[src/rtl/prio_enc_pkg.sv]
`default_nettype none
// ============================================================================
// Module  : prio_enc_pkg
// Brief   : Shared types and constants for the serial priority encoder.
// Revision: 1.0 - initial release
// ============================================================================
package prio_enc_pkg;

    // Controller states: waiting for a vector, or issuing its grants
    typedef enum logic [0:0] {
        IDLE = 1'b0,
        SCAN = 1'b1
    } state_t;

    // Reset value of the round-robin last-grant pointer
    localparam int RR_LAST_RST = 0;

endpackage
`default_nettype wire

[src/rtl/prio_find.sv]
`default_nettype none
// ============================================================================
// Module  : prio_find
// Brief   : Combinational highest-set-bit search over an N-bit vector.
//           idx is meaningful only when found is high, and is 0 otherwise.
// Revision: 1.0 - initial release
// ============================================================================
module prio_find #(
    parameter int N = 8,
    parameter int W = $clog2(N)
) (
    input  logic [N-1:0] vec,
    output logic [W-1:0] idx,
    output logic         found
);

    // Ascending scan: the last set bit seen is the highest one
    always_comb begin
        idx   = '0;
        found = 1'b0;
        for (int i = 0; i < N; i++) begin
            if (vec[i]) begin
                idx   = W'(i);
                found = 1'b1;
            end
        end
    end

endmodule
`default_nettype wire

[src/rtl/prio_encoder_serial.sv]
`default_nettype none
// ============================================================================
// Module  : prio_encoder_serial
// Brief   : Latches an N-bit request vector over a valid/ready handshake and
//           issues one grant index per output handshake, highest index first.
//           Optional macro ROUND_ROBIN_EN: search starts below the previously
//           granted index and wraps, using a persistent rr_last pointer.
// Revision: 1.0 - initial release
// ============================================================================
module prio_encoder_serial
    import prio_enc_pkg::*;
#(
    parameter int N = 8,
    // Derived from N; leave at its default
    parameter int W = $clog2(N)
) (
    input  logic         clk,
    input  logic         rst,
    input  logic         req_valid,
    output logic         req_ready,
    input  logic [N-1:0] req,
    output logic         grant_valid,
    input  logic         grant_ready,
    output logic [W-1:0] grant_idx,
    output logic [N-1:0] grant_onehot,
    output logic [N-1:0] pending
);

    state_t         state_q, state_d;
    logic [N-1:0]   pend_q, pend_d;
    logic [N-1:0]   search_vec;
    logic [W-1:0]   find_idx;
    logic           find_hit;
    logic [W-1:0]   sel_idx;
    logic [N-1:0]   sel_onehot;

`ifdef ROUND_ROBIN_EN
    logic [W-1:0]   rr_last_q, rr_last_d;

    // Rotate pend right by rr_last so the highest search position maps to
    // rr_last-1, then map the found position back to a real line index
    always_comb begin
        int         s;
        logic [W-1:0] pos;
        s          = 0;
        pos        = '0;
        search_vec = '0;
        for (int j = 0; j < N; j++) begin
            s = int'(rr_last_q) + j;
            if (s >= N) s = s - N;
            pos = W'(s);
            search_vec[j] = pend_q[pos];
        end
        s = int'(rr_last_q) + int'(find_idx);
        if (s >= N) s = s - N;
        sel_idx = W'(s);
    end
`else
    assign search_vec = pend_q;
    assign sel_idx    = find_idx;
`endif

    prio_find #(.N(N), .W(W)) u_find (
        .vec   (search_vec),
        .idx   (find_idx),
        .found (find_hit)
    );

    assign sel_onehot = {{(N-1){1'b0}}, 1'b1} << sel_idx;

    // Next-state, pend update and handshake outputs; rst forces outputs idle
    always_comb begin
        state_d      = state_q;
        pend_d       = pend_q;
`ifdef ROUND_ROBIN_EN
        rr_last_d    = rr_last_q;
`endif
        req_ready    = 1'b0;
        grant_valid  = 1'b0;
        grant_idx    = '0;
        grant_onehot = '0;
        pending      = pend_q;
        case (state_q)
            IDLE: begin
                req_ready = 1'b1;
                // An all-zero vector is consumed and dropped
                if (req_valid && (req != '0)) begin
                    pend_d  = req;
                    state_d = SCAN;
                end
            end
            SCAN: begin
                grant_valid  = find_hit;
                grant_idx    = sel_idx;
                grant_onehot = sel_onehot;
                if (grant_ready) begin
                    pend_d = pend_q & ~sel_onehot;
`ifdef ROUND_ROBIN_EN
                    rr_last_d = sel_idx;
`endif
                    if (pend_d == '0) state_d = IDLE;
                end
            end
            default: begin
                state_d = IDLE;
                pend_d  = '0;
            end
        endcase
        if (rst) begin
            req_ready    = 1'b0;
            grant_valid  = 1'b0;
            grant_idx    = '0;
            grant_onehot = '0;
            pending      = '0;
        end
    end

    // State, pend and round-robin pointer registers
    always_ff @(posedge clk) begin
        if (rst) begin
            state_q   <= IDLE;
            pend_q    <= '0;
`ifdef ROUND_ROBIN_EN
            rr_last_q <= W'(RR_LAST_RST);
`endif
        end else begin
            state_q   <= state_d;
            pend_q    <= pend_d;
`ifdef ROUND_ROBIN_EN
            rr_last_q <= rr_last_d;
`endif
        end
    end

endmodule
`default_nettype wire
[config.mk]
export PLATFORM = sky130hd
export DESIGN_NAME = prio_encoder_serial
export DESIGN_NICKNAME = d
export VERILOG_FILES = /design/src/rtl/prio_enc_pkg.sv /design/src/rtl/prio_find.sv /design/src/rtl/prio_encoder_serial.sv
export SDC_FILE = /design/constraint.sdc
export NUM_CORES = 1
export LEC_CHECK = 0
export BUFFER_PORTS_ARGS = -buffer_cell sky130_fd_sc_hd__buf_2
export CAP_MARGIN = 30
export CORE_UTILIZATION = 41
export DETAILED_ROUTE_END_ITERATION = 12
export HOLD_SLACK_MARGIN = 0.03
export PLACE_DENSITY = 0.75
export SLEW_MARGIN = 0
export SYNTH_ARGS = -nofsm -noshare
export SYNTH_HDL_FRONTEND = slang
export SYNTH_SLANG_ARGS = --single-unit
[constraint.sdc]
create_clock -name clk -period 1.64 [get_ports clk]
set_input_delay 0.246 -clock clk [delete_from_list [all_inputs] [get_ports clk]]
set_output_delay 0.246 -clock clk [all_outputs]
set_load 0.1 [all_outputs]
==> results of run 1 <==
==> cells by family after synthesis <==
kind of cell	count (synthesis)
AOI/OAI and AO/OA	21
adders and majority gates	1
buffers and inverters	12
DFF	9
muxes	2
and+or+nand+nor	55
==> per-stage QoR <==
| step | instance area [sq um] | util, % |
|---|---|---|
| after detailed placement | 1441 | 91.43 |
| after floorplan | 880.8 | - |
| after global placement | 1441 | 91.43 |
==> Yosys cell counts, drive strengths merged (2+ instances only) <==
master,instances,area (sq um)
a21oi,5,25.02
a31oi,4,25.02
a32oi,2,17.52
and3,2,12.51
clkbuf,6,22.52
dfxtp,9,180.2
inv,5,18.77
mux2i,2,20.02
nand2,6,22.52
nand2b,2,12.51
nand3,10,50.05
nand3b,2,15.01
nor2,15,56.30
nor2b,6,37.54
nor3,3,15.01
nor3b,2,15.01
nor4,2,27.53
o21ai,3,30.03
or3,2,12.51
or4,2,22.52
==> impl_metrics.yaml, run 1 <==
synthesis:
  yosys.area_share.simple_pct: 42.14
  synth_area_sq_um: 724.4
  synth_cells: 100
  synth_edf_count: 0
  synthAdderAreaFrac_pct: 1.382
  yosys-mux-area-fraction_pct: 2.763
  synth-seq-cells: 9
  yosysWarnings: 0
  syn-num-nets: 112
  async_flop_share_pct: 0
  synth_top_family_by_area: "simple AND/OR/NAND/NOR gates"
  synth_compound_area_share_pct: 22.45
  synth.distinct_cells: 34
  synth_xor_area_share_pct: 0
  ys_seq_area_share_pct: 24.87
  ys.flop_type: "dfxtp_1"
  avgSynthCellArea_sq_um: 7.244
clocking:
  clockBufferDepth: 2
  cts_setup_buffers: 4
  cts_resized: 27
  root_buffer: "clkbuf_4"
  numCtsBuffers: 3
  cts_hold_buf: 0
  clock_sinks: 9
  h-tree-depth: 1
placed_design:
  hpwlAfterDp_microns: 2302
  pre_cts_ws_ns: -0.007314
  io_buffers: 32
  gp_congestion: 0.8961
  dp_cells: 156
run_status:
  error: "[ERROR DPL-0038] Utilization greater than 100%, impossible to legalize"
  failing_step: "4_1_cts"
  status: "aborted with a tool error"
floorplanning:
  initial_core_util_pct: 45.95
  dieHeight_microns: 44.04
  die_x_microns: 44.04
  num_rows: 14
  io_pins: 33
==> run 2: changes to the inputs <==
CORE_AREA = 2 2 63 65   (was default)
CORE_UTILIZATION = default   (was 41)
DIE_AREA = 0 0 65 67   (was default)
HOLD_SLACK_MARGIN = default   (was 0.03)
PLACE_DENSITY = default   (was 0.75)
PLACE_DENSITY_LB_ADDON = 0.15   (was default)
clock period = 2.15 ns   (was 1.64 ns; I/O delays follow)
==> impl_metrics.yaml, run 2 <==
placed_design:
  pre_cts_ws_ns: 0.3578
  io_buffers: 32
  dp_cells: 176
  hpwlAfterDp_microns: 1929
  gp_congestion: 0.7968
clocking:
  cts_resized: 0
  clock_sinks: 9
  clockBufferDepth: 2
  cts_setup_buffers: 0
  numCtsBuffers: 3
  h-tree-depth: 1
  root_buffer: "clkbuf_8"
  clk_pin_slew_ns: 0.05
  cts_hold_buf: 0
  cts_tree: "built"
  clk_latency_ns: 0.23
detailed_routing:
  drtIter0Drc: 32
  vias: 867
  drt_drc_violations_left: 0
  routedWlPerCell_microns: 13.54
  wl_microns: 2438
  antenna_left: 0
  vias_per_cell: 4.817
  drtPass1Iterations: 4
floorplanning:
  core_area_sq_um: 3606
  num_rows: 22
  die_x_microns: 65
  initial_core_util_pct: 20.09
  io_pins: 33
  dieHeight_microns: 67
  die_area_sq_um: 4355
run_status:
  status: "finished clean"
global_routing:
  grt_pass1_vias: 845
  grt_overflow: 0
  grtUsageTotal_pct: 12.15
  antenna_found_initial: 0
  grt_pass1_wl_microns: 4229
  grt_max_degree: 20
timing:
  timing.hold.ws_ns: 0.3366
  fmax_ghz: 0.4912
  fin_crit_sh_pct: 94.69
  rsz0062_at_grt: "false"
  final_hold_viol_count: 0
  slew_violations: 0
  tightest_slew_ns: 0.4943
  relSlewSlack_pct: 67.27
  finalCriticalPeriod_ns: 2.036
  setup_viol: 0
  layout_setup_ws_ns: 0.1141
  clock_skew_ns: 0.003081
synthesis:
  yosysTopAreaCellShare_pct: 24.87
  synth_area_leaders: "dfxtp_1, nor2_1, nand3_1"
  ys_seq_area_share_pct: 24.87
  synth_cells: 100
  synth.distinct_cells: 34
  async_flop_share_pct: 0
  synth_edf_count: 0
  synth-seq-cells: 9
  yosysMostFrequentCell: "nor2_1"
  synth_top_cell_by_area: "dfxtp_1"
  yosys-top-cells-count: "nor2_1, nand3_1, dfxtp_1"
  ys.flop_type: "dfxtp_1"
  syn-num-nets: 112
  yosysWarnings: 0
  avgSynthCellArea_sq_um: 7.244
  synth_area_sq_um: 724.4
worst_setup_path:
  crit_chain: "nor4_4, buf_4, nand2_2, nor3b_4, buf_12"
  slowest_stage: "dfxtp_1"
  worstPathRequired_ns: 1.83
  worstPathMaxFanout: 10
  cp.arrival_ns: 1.71
  crit_path_end_kind: "primary output"
  critPathKind: "flip-flop to primary output"
  startpoint_type: "flip-flop"
  max_stage_delay_ns: 0.44
power:
  power_leakage_nw: 0.4593
  peakVddDrop_mv: 0.2429
  p_sw_mw: 0.2824
  p_seq_share_pct: 30.5
  power_frac_clock_pct: 28.6
  pwr-share-comb_pct: 40.8
  power.total_mw: 0.6748
  p_per_area_nw_per_um2: 583.0
  p_sw_share_pct: 41.85
  p_int_mw: 0.3924
final_layout:
  instances_no_fill: 180
  nFillCells: 404
  reg_top3: "pend_q (8), state_q (1)"
  diodes: 0
  syn_to_final_growth_pct: 59.76
  final_layout_size_suffix_gt1_share_pct: 45.45
  largest_reg_flops: 8
  most-common-layout-cells: "buf_2, nor2_1, nand3_1"
  fin_nets: 145
  regMostFlops: "pend_q"
  final_common_cell: "buf_2"
run:
  cap_violations: 0
hold_path:
  min_path_type: "input port to flip-flop"
## run 2: cell counts after synthesis
No cell type changed its count.
## run 2: cells by family (layout without fill, tap and decap cells)
group                      count (synthesis)  in the layout  synth area share [%]
buffers and inverters                     12             44                 6.390
AOI/OAI and AO/OA                         21             21                 22.45
and+or+nand+nor                           55             55                 42.14
muxes                                      2              2                 2.763
adders and majority gates                  1              1                 1.382
DFF                                        9              9                 24.87
## run 2: power groups by stage
stage	clock network [mW]	logic [mW]	registers, mW
finish	0.193	0.276	0.206
global route	0.212	0.293	0.208
CTS	0.202	0.277	0.205
detailed placement	0	0.275	0.208
global placement	0	0.275	0.208
floorplan	0	0.218	0.191
## run 2: area by class of cell
cell class                 instances  area [sq um]  share of cell area (%)
sequential                         9         180.2                   15.57
multi-input combinational         79         550.5                   47.57
inverter                           5         18.77                   1.622
tap                               48         60.06                   5.189
clock buffer                       4         45.04                   3.892
timing repair buffer              35         302.8                   26.16
## run 2: critical path: cells and delay by family, from the launching register on
kind	cells	cell delay, ns
flops	1	0.44
simple gates	3	0.65
buf+inv	2	0.39
## run 2: metrics by stage
| step | instance area [sq um] | utilization [%] | setup TNS, ns |
|---|---|---|---|
| finish | 1157 | 32.10 | 0 |
| CTS | 1157 | 32.10 | 0 |
| global placement | 1112 | 30.85 | 0 |
| detailed placement | 1112 | 30.85 | 0 |
| floorplan | 784.5 | - | -2.202 |
| global route | 1157 | 32.10 | 0 |
## run 2: final timing paths
check,start,to,slack (ns),cells after the start
max,pend_q[7],grant_onehot[2],0.11,5
min,req[5],pend_q[5],0.34,3
max reg2reg,pend_q[6],state_q,0.41,4
min reg2reg,pend_q[0],pend_q[0],0.55,2
## run 2: per-layer routing
metal  vias up  share of wire, %  routed length, microns  track usage, %
met5         -                 0                       0               0
met4         0              0.41                      10           3.191
met3         2               8.3                     202           3.209
met2        34                42                    1032           18.56
met1       403                49                    1193           16.75
li1        428                 -                       -               -
Power figures use the tool's default switching activity.
==> run 3: changes to the inputs <==
SETUP_SLACK_MARGIN = 0.3   (was default)
==> impl_metrics.yaml, run 3 (synthesis results as in run 2) <==
worst_setup_path:
  slowest_stage: "dfxtp_4"
  cp.arrival_ns: 1.51
  worstPathRequired_ns: 1.83
  max_stage_delay_ns: 0.34
  worstPathMaxFanout: 2
  critPathLaunch: "pend_q[6]"
  crit_buf_inv: 2
  crit_chain: "nor4_4, buf_4, nand2_4, nor3b_4, buf_12"
  r2r-start: "pend_q[5]"
  startpoint_type: "flip-flop"
  critPathKind: "flip-flop to primary output"
  crit_path_end_kind: "primary output"
  path_delay_family: "simple AND/OR/NAND/NOR gates"
power:
  p_int_mw: 0.4265
  pwr-share-comb_pct: 46.8
  p_sw_share_pct: 42.16
  peakVddDrop_mv: 0.2293
  p_sw_mw: 0.3109
  power.total_mw: 0.7374
  power_leakage_nw: 0.5230
  p_seq_share_pct: 27.0
  power_frac_clock_pct: 26.2
  p_per_area_nw_per_um2: 534.8
clocking:
  clock_sinks: 9
  clk_pin_slew_ns: 0.04
  numCtsBuffers: 3
  cts_tree: "built"
  clk_latency_ns: 0.23
  h-tree-depth: 1
  cts_hold_buf: 0
  root_buffer: "clkbuf_8"
  clockBufferDepth: 2
global_routing:
  grt_overflow: 0
  grt_pass1_vias: 880
  grt_max_degree: 18
  grtUsageTotal_pct: 13.16
  grt_pass1_wl_microns: 4429
  antenna_found_initial: 0
timing:
  tightest_slew_ns: 0.4901
  setup_tns_ns: 0
  final_hold_viol_count: 0
  fmax_ghz: 0.5455
  fin_crit_sh_pct: 85.26
  slew_violations: 0
  layout_setup_ws_ns: 0.3169
  relSlewSlack_pct: 67.55
  rsz0062_at_grt: "true"
  setup_viol: 0
  finalCriticalPeriod_ns: 1.833
  clock_skew_ns: 0.0008469
final_layout:
  nFillCells: 385
  regMostFlops: "pend_q"
  fin_nets: 153
  diodes: 0
  largest_reg_flops: 8
  final_layout_size_suffix_gt1_share_pct: 62.14
  final_common_cell: "buf_2"
  most-common-layout-cells: "buf_2, buf_4, nand3_1, buf_12, nor2_4"
  syn_to_final_growth_pct: 90.33
  reg_top3: "pend_q (8), state_q (1)"
detailed_routing:
  drtIter0Drc: 12
  drtPass1Iterations: 4
  antenna_left: 0
  drt_drc_violations_left: 0
  wl_microns: 2660
  vias: 908
  vias_per_cell: 4.830
  routedWlPerCell_microns: 14.15
floorplanning:
  dieHeight_microns: 67
  core_area_sq_um: 3606
  die_area_sq_um: 4355
  io_pins: 33
  initial_core_util_pct: 20.09
  die_x_microns: 65
  num_rows: 22
run:
  cap_violations: 0
run_status:
  status: "finished clean"
placed_design:
  pre_cts_ws_ns: 0.3313
  io_buffers: 32
  hpwlAfterDp_microns: 2074
  gp_congestion: 0.8910
hold_path:
  min_path_type: "input port to flip-flop"
  hp-start: "req[1]"
-- run 3: cell count changes in the layout (fill, tap and decap cells not counted), sizes merged --
cell / change
clkbuf: +1
buf: +7
-- run 3: cell type report --
class | instances | area [sq um] | area share [%]
flip-flops and latches | 9 | 200.2 | 14.52
repair buffers | 43 | 404.1 | 29.31
well taps | 48 | 60.06 | 4.356
clock buffers | 4 | 45.04 | 3.267
inverters | 5 | 18.77 | 1.361
multi-input cells | 79 | 650.6 | 47.19
-- run 3: path summary, 6_finish.rpt --
| path | endpoint | slack, ns | cells past startpoint |
|---|---|---|---|
| setup / recovery | grant_onehot[2] | 0.32 | 5 |
| hold / removal | pend_q[1] | 0.35 | 3 |
| setup reg to reg | state_q | 0.42 | 5 |
| hold reg to reg | pend_q[7] | 0.51 | 2 |
-- run 3: what timing repair did --
| item | 4_1_cts | 5_1_grt |
|---|---|---|
| resized for setup | 14 | 8 |
| setup buffers | 5 | 0 |
| endpoints found under the setup margin | 8 | 9 |
| pin swaps | 2 | 0 |
-- run 3: tightest hold or removal path, stage by stage --
cell and delay (ns):
buf_2 0.09, a32oi_1 0.05, nor2_1 0.07
-- run 3: through the flow --
step           std cells  area, sq um  util, %  hold WS (ns)
5_1_grt              188         1379    38.24        0.3805
2_1_floorplan        100        869.6        -        0.4485
4_1_cts              188         1356    37.61        0.3455
6_report             188         1379    38.24        0.3468
3_5_place_dp         179         1246    34.56        0.5366
3_3_place_gp         179         1246    34.56        0.5310
-- run 3: routing by layer --
| metal | vias up | GRT usage (%) | share of wire (%) |
|---|---|---|---|
| met4 | 0 | 3.989 | 0.41 |
| met5 | - | 0 | 0 |
| met3 | 2 | 2.534 | 8.0 |
| met1 | 419 | 16.18 | 42 |
| li1 | 448 | - | - |
| met2 | 39 | 23.07 | 49 |
-- run 3: power groups by stage --
stage	clock, mW	sequential (mW)	combinational (mW)
after floorplan	0	0.191	0.243
after global placement	0	0.206	0.317
after detailed placement	0	0.205	0.317
after CTS	0.200	0.199	0.341
after global routing	0.209	0.201	0.364
final	0.193	0.199	0.345
